File: config.mk
export PLATFORM = sky130hd
export DESIGN_NAME = axibram_wcmd_sink
export DESIGN_NICKNAME = d
export VERILOG_FILES = /design/src/rtl/axibram_wcmd_sink.sv
export SDC_FILE = /design/constraint.sdc
export NUM_CORES = 1
export LEC_CHECK = 0
export ABC_AREA = 1
export ABC_CLOCK_PERIOD_IN_PS = 3500
export CAP_MARGIN = 0
export CORE_ASPECT_RATIO = 0.75
export CORE_MARGIN = 8
export CORE_UTILIZATION = 55
export DETAILED_ROUTE_END_ITERATION = 16
export PLACE_DENSITY = 0.76
export REMOVE_ABC_BUFFERS = 1
export SLEW_MARGIN = 0
export SYNTH_ARGS = -nofsm -noshare
export SYNTH_HDL_FRONTEND = slang
export SYNTH_SLANG_ARGS = --single-unit
File: constraint.sdc
create_clock -name aclk -period 3.5 [get_ports aclk]
set_input_delay 0.7 -clock aclk [delete_from_list [all_inputs] [get_ports aclk]]
set_output_delay 0.7 -clock aclk [all_outputs]
set_load 0.02 [all_outputs]
File: src/rtl/axibram_wcmd_sink.sv
// Write-command sink behind the AXI-to-BRAM write port: window-filters BRAM writes
// into a first-word-fall-through command FIFO and throttles upstream via dev_ready.
module axibram_wcmd_sink #(
    parameter int unsigned             ADDRESS_BITS    = 10,
    parameter int unsigned             FIFO_DEPTH_LOG2 = 4,
    parameter logic [ADDRESS_BITS-1:0] WIN_BASE        = '0,
    parameter logic [ADDRESS_BITS-1:0] WIN_MASK        = 10'h3C0,
    parameter int unsigned             READY_MARGIN    = 2
) (
    input  logic                       aclk,
    input  logic                       rst,
    input  logic [ADDRESS_BITS-1:0]    pre_awaddr,
    input  logic                       start_burst,
    output logic                       dev_ready,
    input  logic [ADDRESS_BITS-1:0]    bram_waddr,
    input  logic                       bram_wen,
    input  logic [3:0]                 bram_wstb,
    input  logic [31:0]                bram_wdata,
    output logic                       cmd_valid,
    input  logic                       cmd_ready,
    output logic [ADDRESS_BITS-1:0]    cmd_addr,
    output logic [3:0]                 cmd_stb,
    output logic [31:0]                cmd_data,
    output logic [FIFO_DEPTH_LOG2:0]   fill,
    output logic                       err_over,
    output logic                       err_outside,
    input  logic                       err_clr
);

    localparam int unsigned DEPTH = 1 << FIFO_DEPTH_LOG2;
    localparam int unsigned CMD_W = ADDRESS_BITS + 4 + 32;
    localparam int unsigned FILL_W = FIFO_DEPTH_LOG2 + 1;

    localparam logic [FIFO_DEPTH_LOG2:0] FILL_ZERO   = '0;
    localparam logic [FIFO_DEPTH_LOG2:0] FILL_ONE    = FILL_W'(1);
    localparam logic [FIFO_DEPTH_LOG2:0] FILL_FULL   = FILL_W'(DEPTH);
    localparam logic [FIFO_DEPTH_LOG2:0] READY_LIMIT = FILL_W'(DEPTH - READY_MARGIN);
    localparam logic [FIFO_DEPTH_LOG2-1:0] PTR_ONE   = FIFO_DEPTH_LOG2'(1);

    logic                        r_sel;
    logic [CMD_W-1:0]            r_mem [DEPTH];
    logic [FIFO_DEPTH_LOG2-1:0]  r_wr_ptr;
    logic [FIFO_DEPTH_LOG2-1:0]  r_rd_ptr;
    logic [FIFO_DEPTH_LOG2:0]    r_fill;
    logic [CMD_W-1:0]            r_head;
    logic                        r_err_over;
    logic                        r_err_outside;

    logic                        w_hit;
    logic [CMD_W-1:0]            w_cmd;
    logic                        w_full;
    logic                        w_pop;
    logic                        w_push_req;
    logic                        w_push;
    logic                        w_over_set;
    logic                        w_outside_set;
    logic [FIFO_DEPTH_LOG2-1:0]  w_rd_next;

    always_comb begin
        w_hit         = (pre_awaddr & WIN_MASK) == (WIN_BASE & WIN_MASK);
        w_cmd         = {bram_waddr & ~WIN_MASK, bram_wstb, bram_wdata};
        w_full        = (r_fill == FILL_FULL);
        w_pop         = (r_fill != FILL_ZERO) && cmd_ready;
        // r_sel is the pre-edge value, so a wen coinciding with start_burst
        // is judged against the burst it belongs to.
        w_push_req    = bram_wen && r_sel && (bram_wstb != 4'b0000);
        w_push        = w_push_req && (!w_full || w_pop);
        w_over_set    = w_push_req && w_full && !w_pop;
        w_outside_set = bram_wen && !r_sel;
        w_rd_next     = r_rd_ptr + PTR_ONE;
    end

    always_ff @(posedge aclk) begin
        if (w_push) begin
            r_mem[r_wr_ptr] <= w_cmd;
        end
    end

    always_ff @(posedge aclk or posedge rst) begin
        if (rst) begin
            r_sel         <= 1'b0;
            r_wr_ptr      <= '0;
            r_rd_ptr      <= '0;
            r_fill        <= '0;
            r_head        <= '0;
            r_err_over    <= 1'b0;
            r_err_outside <= 1'b0;
        end else begin
            if (start_burst) begin
                r_sel <= w_hit;
            end

            if (w_push) begin
                r_wr_ptr <= r_wr_ptr + PTR_ONE;
            end
            if (w_pop) begin
                r_rd_ptr <= w_rd_next;
            end

            case ({w_push, w_pop})
                2'b10:   r_fill <= r_fill + FILL_ONE;
                2'b01:   r_fill <= r_fill - FILL_ONE;
                default: r_fill <= r_fill;
            endcase

            // Head register mirrors the entry at the read pointer; when the FIFO
            // holds at most one entry the incoming word bypasses the array.
            if (w_pop) begin
                if (r_fill > FILL_ONE) begin
                    r_head <= r_mem[w_rd_next];
                end else if (w_push) begin
                    r_head <= w_cmd;
                end
            end else if ((r_fill == FILL_ZERO) && w_push) begin
                r_head <= w_cmd;
            end

            r_err_over    <= w_over_set    | (r_err_over    & ~err_clr);
            r_err_outside <= w_outside_set | (r_err_outside & ~err_clr);
        end
    end

    always_comb begin
        dev_ready                     = (r_fill <= READY_LIMIT);
        cmd_valid                     = (r_fill != FILL_ZERO);
        {cmd_addr, cmd_stb, cmd_data} = r_head;
        fill                          = r_fill;
        err_over                      = r_err_over;
        err_outside                   = r_err_outside;
    end

endmodule
==> results of run 1 <==
[worst max-delay path, delay by kind of cell, from the launching register on]
kind,cells,cell delay (ns)
adder cells (fa/ha/maj),1,0.17
flip-flops,1,0.46
AO/OA/AOI/OAI,1,0.14
AND/OR/NAND/NOR,1,0.05
buffers and inverters,2,0.82
[cells in the mapped netlist]
master / count / area (um^2)
a21boi_2: 1 / 11.3
inv_1: 393 / 1480
ha_1: 10 / 125
inv_2: 7 / 26.3
o21ai_0: 48 / 240
o22ai_1: 1 / 6.26
xnor2_2: 1 / 16.3
clkbuf_1: 50 / 188
nor2_4: 2 / 22.5
nand3_1: 478 / 2390
a31oi_1: 2 / 12.5
a21oi_2: 1 / 8.76
buf_2: 91 / 455
nor4_1: 1 / 6.26
buf_4: 10 / 75.1
dfrtp_1: 58 / 1450
xor2_1: 10 / 87.6
nor2_1: 21 / 78.8
o21ai_1: 1 / 5.00
nand2_2: 1 / 6.26
xnor2_1: 2 / 17.5
buf_1: 10 / 37.5
edfxtp_1: 672 / 20200
nand2_1: 1169 / 4390
conb_1: 1 / 3.75
nand4_1: 1 / 6.26
or2_2: 1 / 6.26
nand3_2: 1 / 10.0
[state kept, by name, indices dropped and copies added, names as in the netlist]
name	count
r_sel	1
r_head	42
r_rd_ptr	4
r_mem	672
fill	5
err_over	1
r_wr_ptr	4
err_outside	1
[logic make-up after synthesis]
| group | Yosys count | share of synthesized area [%] |
|---|---|---|
| and+or+nand+nor | 1675 | 22.1 |
| buffers and inverters | 561 | 7.20 |
| xor gates and xnor gates | 13 | 0.387 |
| other | 1 | 0.0120 |
| AOI/OAI and AO/OA | 54 | 0.906 |
| adders and majority gates | 10 | 0.399 |
| DFF | 730 | 69.0 |
[final cells by class]
class                      instances  area, um^2  area share, %
timing repair buffer             165        1880           5.26
tap                              731         915           2.56
clock buffer                      93        1920           5.37
multi-input combinational       1756        7640           21.4
clock inverter                    35         269          0.752
antenna                            1        2.50        0.00699
sequential                       730       21600           60.5
inverter                         400        1510           4.23
[worst min path at each step]
stage                     slack [ns]   startpoint          end  cells after the start
final                           0.48   r_head[30]   r_head[30]                      2
after floorplan                 0.48  r_rd_ptr[1]  r_rd_ptr[1]                      2
after detailed placement        0.46   r_head[30]   r_head[30]                      2
after CTS                       0.48   r_head[30]   r_head[30]                      2
after global routing            0.50   r_head[28]   r_head[28]                      2
after global placement          0.47   r_head[37]   r_head[37]                      2
[layer usage]
layer / global-route usage [%] / vias to the layer above / routed length, um
met5: 0 / - / 9
li1: - / 10100 / -
met3: 4.06 / 159 / 6720
met1: 31.2 / 10400 / 30900
met2: 38.4 / 1019 / 36300
met4: 7.33 / 2 / 2050
[report_power, final]
part           internal, uW  total, uW  switching [uW]
Combinational          3850      12200            8330
Clock                  4110       7290            3180
Sequential             9920      10200             322
[per-stage QoR]
stage	cells	worst slack [ns]	setup TNS [ns]
2_1_floorplan	2886	-11.93	-600.32
3_3_place_gp	3782	0.307	0
3_5_place_dp	3782	0.274	0
4_1_cts	3910	0.532	0
5_1_grt	3910	0.482	0
6_report	3911	0.568	0
==> impl_metrics.env, run 1 <==
export IMPL_synth_seq_cells=730
export IMPL_cap_violations=0
export IMPL_fin_util_pct=63.8
export IMPL_grt_pass1_wl_mm=119
export IMPL_critPathKind="flip-flop to primary output"
export IMPL_yosysWarnings=0
export IMPL_vias=21600
export IMPL_critical_path_arrival_ns=2.23
export IMPL_worstPathRequired_ns=2.80
export IMPL_timing_hold_ws_ns=0.477
export IMPL_layout_drive_gt1_share_pct=6.29
export IMPL_slew_violations=0
export IMPL_path_max_fanout=6
export IMPL_design_area_mm2=0.0358
export IMPL_cts_sinks=730
export IMPL_max_clock_freq_mhz=341
export IMPL_leakage_uw=0.0149
export IMPL_n_fill_cell=4128
export IMPL_worstSetupEndpointType="primary output"
export IMPL_cts_resized=0
export IMPL_outcome="completed"
export IMPL_rrSetupSlack_ns=0.90
export IMPL_hpwl_mm=40.8
export IMPL_slew_headroom_pct=29.4
export IMPL_setup_viol=0
export IMPL_cts_clk_slew_worst_paths_ns=0.06
export IMPL_cts_root_buf="clkbuf_16"
export IMPL_worstSetupStartpointType="flip-flop"
export IMPL_nets=3195
export IMPL_start_util_pct=55.8
export IMPL_syn_avg_cell_area_um2=10.3
export IMPL_timing_rr_end="r_mem[9][12]"
export IMPL_ys_seq_area_share_pct=69.0
export IMPL_ios=117
export IMPL_postRouteWirelength_mm=76.0
export IMPL_mostFrequentLayoutCells="1168 x nand2_1, 672 x edfxtp_1, 478 x nand3_1, 391 x inv_1, 102 x clkdlybuf4s50_1"
export IMPL_post_dp_cell_area_mm2=0.0336
export IMPL_critPathCapture="dev_ready"
export IMPL_ctsHoldBuffers=0
export IMPL_firstDrtPassIters=7
export IMPL_netlist_area_mm2=0.0313
export IMPL_rsz0062_at_grt="false"
export IMPL_io_buffer_count=102
export IMPL_wl_per_cell_um=19.4
export IMPL_fin_crit_ns=2.93
export IMPL_area_growth_pct=14.2
export IMPL_clock_latency_ns=0.61
export IMPL_vdd_drop_max_mv=1.57
export IMPL_antenna_found_initial=2
export IMPL_grt_max_degree=172
export IMPL_yosys_cell_types_count=28
export IMPL_slowest_stage="clkdlybuf4s50_1"
export IMPL_drtIter0Drc=2454
export IMPL_clk_path_buf_depth=3
export IMPL_reg2reg_depth=8
export IMPL_die_h_um=223
export IMPL_min_path_type="flip-flop to flip-flop"
export IMPL_die_width_um=292
export IMPL_via_per_inst=5.53
export IMPL_gp_congestion=0.815
export IMPL_cts_setup_buffers=0
export IMPL_cts_made_buffers=70
export IMPL_tightest_slew_ns=1.06
export IMPL_tritoncts="built"
export IMPL_htree_levels=3
export IMPL_antenna_left=0
export IMPL_drc=0
export IMPL_core_mm2=0.0561
export IMPL_cp_slowest_stage_delay_ns=0.63
export IMPL_final_common_cell="nand2_1"
export IMPL_path_cells="inv_1 -> ha_1 -> nor2_1 -> a31oi_1 -> clkdlybuf4s50_1"
export IMPL_gr_usage_all_layers_pct=23.2
export IMPL_syn_inst=3044
export IMPL_p_total_uw=29700
export IMPL_placementRows=75
export IMPL_crit_path_start="fill[0]"
export IMPL_r2r_start="fill[0]"
export IMPL_grt_pass1_vias=21700
export IMPL_grt_overflow_total=0
export IMPL_fin_skew_ns=0.0176
export IMPL_die_area_mm2=0.0650
export IMPL_finalHoldViolCount=0
export IMPL_finalCritPeriodShare_pct=83.8
export IMPL_powerDensity_mw_per_mm2=830
Note: power is estimated with default switching activity, not from simulation.
==> run 2: changes to the inputs <==
--- a/config.mk
+++ b/config.mk
@@ -6,7 +6,7 @@
 export NUM_CORES = 1
 export LEC_CHECK = 0
 export ABC_AREA = 1
-export ABC_CLOCK_PERIOD_IN_PS = 3500
+export ABC_CLOCK_PERIOD_IN_PS = 2600
 export CAP_MARGIN = 0
 export CORE_ASPECT_RATIO = 0.75
 export CORE_MARGIN = 8
==> constraint.sdc (replaced) <==
create_clock -name aclk -period 2.6 [get_ports aclk]
set_input_delay 0.52 -clock aclk [delete_from_list [all_inputs] [get_ports aclk]]
set_output_delay 0.52 -clock aclk [all_outputs]
set_load 0.02 [all_outputs]
==> run 2 against run 1 <==
Against the previous run: combinational power increased by 39%; register-to-register slack lost 0.77 ns; power is 37% higher; sequential share of layout area down 1.1 points; first-iteration DRC count up 1.8%; clock skew grew 0.0039 ns; wire length is 3.5% higher; flip-flop and latch count is the same; setup slack worse by 0.44 ns; core utilization rose by 1.2 points; critical path depth up 5; die area is the same; critical endpoint is now r_mem[5][38]; largest power group unchanged.
==> impl_metrics.env, run 2 (synthesis gave the netlist of run 1 again) <==
export IMPL_outcome="completed"
export IMPL_cp_common_cell="buf_4"
export IMPL_hpwl_mm=44.6
export IMPL_worstSetupEndpointType="flip-flop"
export IMPL_htree_levels=3
export IMPL_vdd_drop_max_mv=1.30
export IMPL_final_common_cell="nand2_1"
export IMPL_nets=3237
export IMPL_via_per_inst=5.54
export IMPL_drc=0
export IMPL_max_clock_freq_mhz=404
export IMPL_p_total_uw=40700
export IMPL_area_growth_pct=16.3
export IMPL_postRouteWirelength_mm=78.7
export IMPL_clock_latency_ns=0.62
export IMPL_drtIter0Drc=2499
export IMPL_critPathKind="flip-flop to flip-flop"
export IMPL_rrSetupSlack_ns=0.13
export IMPL_die_width_um=292
export IMPL_finalHoldViolCount=0
export IMPL_leakage_uw=0.0152
export IMPL_io_buffer_count=102
export IMPL_slew_violations=0
export IMPL_core_mm2=0.0561
export IMPL_gp_congestion=0.826
export IMPL_antenna_found_initial=0
export IMPL_grt_pass1_vias=22000
export IMPL_grt_overflow_total=0
export IMPL_firstDrtPassIters=6
export IMPL_cpLargestDelayFamily="buffers and inverters"
export IMPL_layout_drive_gt1_share_pct=7.45
export IMPL_ios=117
export IMPL_critical_path_arrival_ns=2.77
export IMPL_rsz0062_at_grt="false"
export IMPL_cts_made_buffers=72
export IMPL_setup_viol=0
export IMPL_start_util_pct=55.8
export IMPL_path_cells="inv_1 -> ha_1 -> nand4_1 -> nand2_1 -> buf_4 -> inv_2 -> nand2_1 -> buf_4 -> nor2_4 -> buf_4"
export IMPL_placementRows=75
export IMPL_timing_rr_end="r_mem[5][38]"
export IMPL_worstPathRequired_ns=2.90
export IMPL_slew_headroom_pct=44.5
export IMPL_cap_violations=0
export IMPL_timing_hold_ws_ns=0.232
export IMPL_p_comb_share_pct=41.8
export IMPL_n_fill_cell=4064
export IMPL_wl_per_cell_um=19.9
export IMPL_top_register="r_mem"
export IMPL_vias=21900
export IMPL_fin_crit_ns=2.47
export IMPL_min_path_type="input pin to asynchronous set/reset pin"
export IMPL_finalSetupTns_ns=0
export IMPL_cts_clk_slew_worst_paths_ns=0.06
export IMPL_antenna_cells=0
export IMPL_grt_max_degree=139
export IMPL_power_frac_seq_pct=33.8
export IMPL_tritoncts="built"
export IMPL_cp_slowest_stage_delay_ns=0.45
export IMPL_r2r_start="fill[0]"
export IMPL_antenna_left=0
export IMPL_die_area_mm2=0.0650
export IMPL_powerDensity_mw_per_mm2=1120
export IMPL_tightest_slew_ns=0.830
export IMPL_intPower_uw=24500
export IMPL_cts_setup_buffers=0
export IMPL_cts_root_buf="clkbuf_16"
export IMPL_clk_path_buf_depth=3
export IMPL_mostFrequentLayoutCells="1168 x nand2_1, 672 x edfxtp_1, 478 x nand3_1, 391 x inv_1, 100 x clkdlybuf4s50_1"
export IMPL_reg2reg_depth=10
export IMPL_switching_share_pct=39.9
export IMPL_slowest_stage="dfrtp_1"
export IMPL_gr_usage_all_layers_pct=23.9
export IMPL_finalCritPeriodShare_pct=95.1
export IMPL_power_switching_uw=16300
export IMPL_fin_skew_ns=0.0216
export IMPL_grt_pass1_wl_mm=122
export IMPL_largest_register_ffs=672
export IMPL_die_h_um=223
export IMPL_worstSetupStartpointType="flip-flop"
export IMPL_cts_sinks=730
export IMPL_clkPwrFrac_pct=24.4
export IMPL_path_max_fanout=11
export IMPL_critPathBufInv=5
-- run 2: per-layer routing --
layer	up-vias	wire (um)	GRT usage, %
met5	-	0	0
met4	0	2650	9.23
met3	191	7360	4.83
met2	1161	36900	38.3
met1	10400	31800	32.3
li1	10100	-	-
-- run 2: repair_timing --
item                                    in CTS  in global routing
resized for setup                            2                  2
hold buffers                                 0                  0
endpoints found under the setup margin       2                  2
-- run 2: worst reg2reg max path: cells and delay by family, from the launching register on --
| kind | cells | cell delay, ns |
|---|---|---|
| buffers and inverters | 5 | 0.86 |
| adders and majority gates | 1 | 0.26 |
| DFF | 1 | 0.45 |
| and+or+nand+nor | 4 | 0.59 |
-- run 2: worst max-delay path by stage --
stage | start | endpoint | cells after the start | slack (ns)
2_1_floorplan | r_rd_ptr[0] | r_head[0] | 9 | -12.83
3_3_place_gp | bram_wstb[1] | r_mem[5][20] | 10 | -0.30
3_5_place_dp | bram_wstb[1] | r_mem[5][8] | 10 | -0.30
4_1_cts | fill[0] | r_head[31] | 9 | 0.13
5_1_grt | fill[0] | r_mem[5][38] | 10 | 0.02
6_report | fill[0] | r_mem[5][38] | 10 | 0.13
-- run 2: stage by stage --
step / instances / util (%) / worst slack (ns) / cell area (um^2)
finish: 3952 / 64.9 / 0.126 / 36400
detailed placement: 3822 / 61.0 / -0.298 / 34200
CTS: 3952 / 64.9 / 0.126 / 36400
floorplan: 2886 / - / -12.83 / 30600
global placement: 3822 / 61.0 / -0.302 / 34200
global route: 3952 / 64.9 / 0.0171 / 36400
-- run 2: area by class of cell --
type                       instances  area, um^2  share of cell area, %
clock buffer                      92        1950                   5.35
clock inverter                    38         273                  0.749
timing repair buffer             205        2500                   6.88
multi-input combinational       1756        7640                   21.0
sequential                       730       21600                   59.4
inverter                         400        1520                   4.16
tap                              731         915                   2.51
-- run 2: power groups by stage --
stage / clock, uW / sequential (uW) / combinational, uW
final: 9940 / 13800 / 17000
after global routing: 10500 / 13800 / 18600
after CTS: 10100 / 13800 / 16900
after detailed placement: 0 / 14000 / 16800
after global placement: 0 / 14000 / 16400
after floorplan: 0 / 14600 / 6580
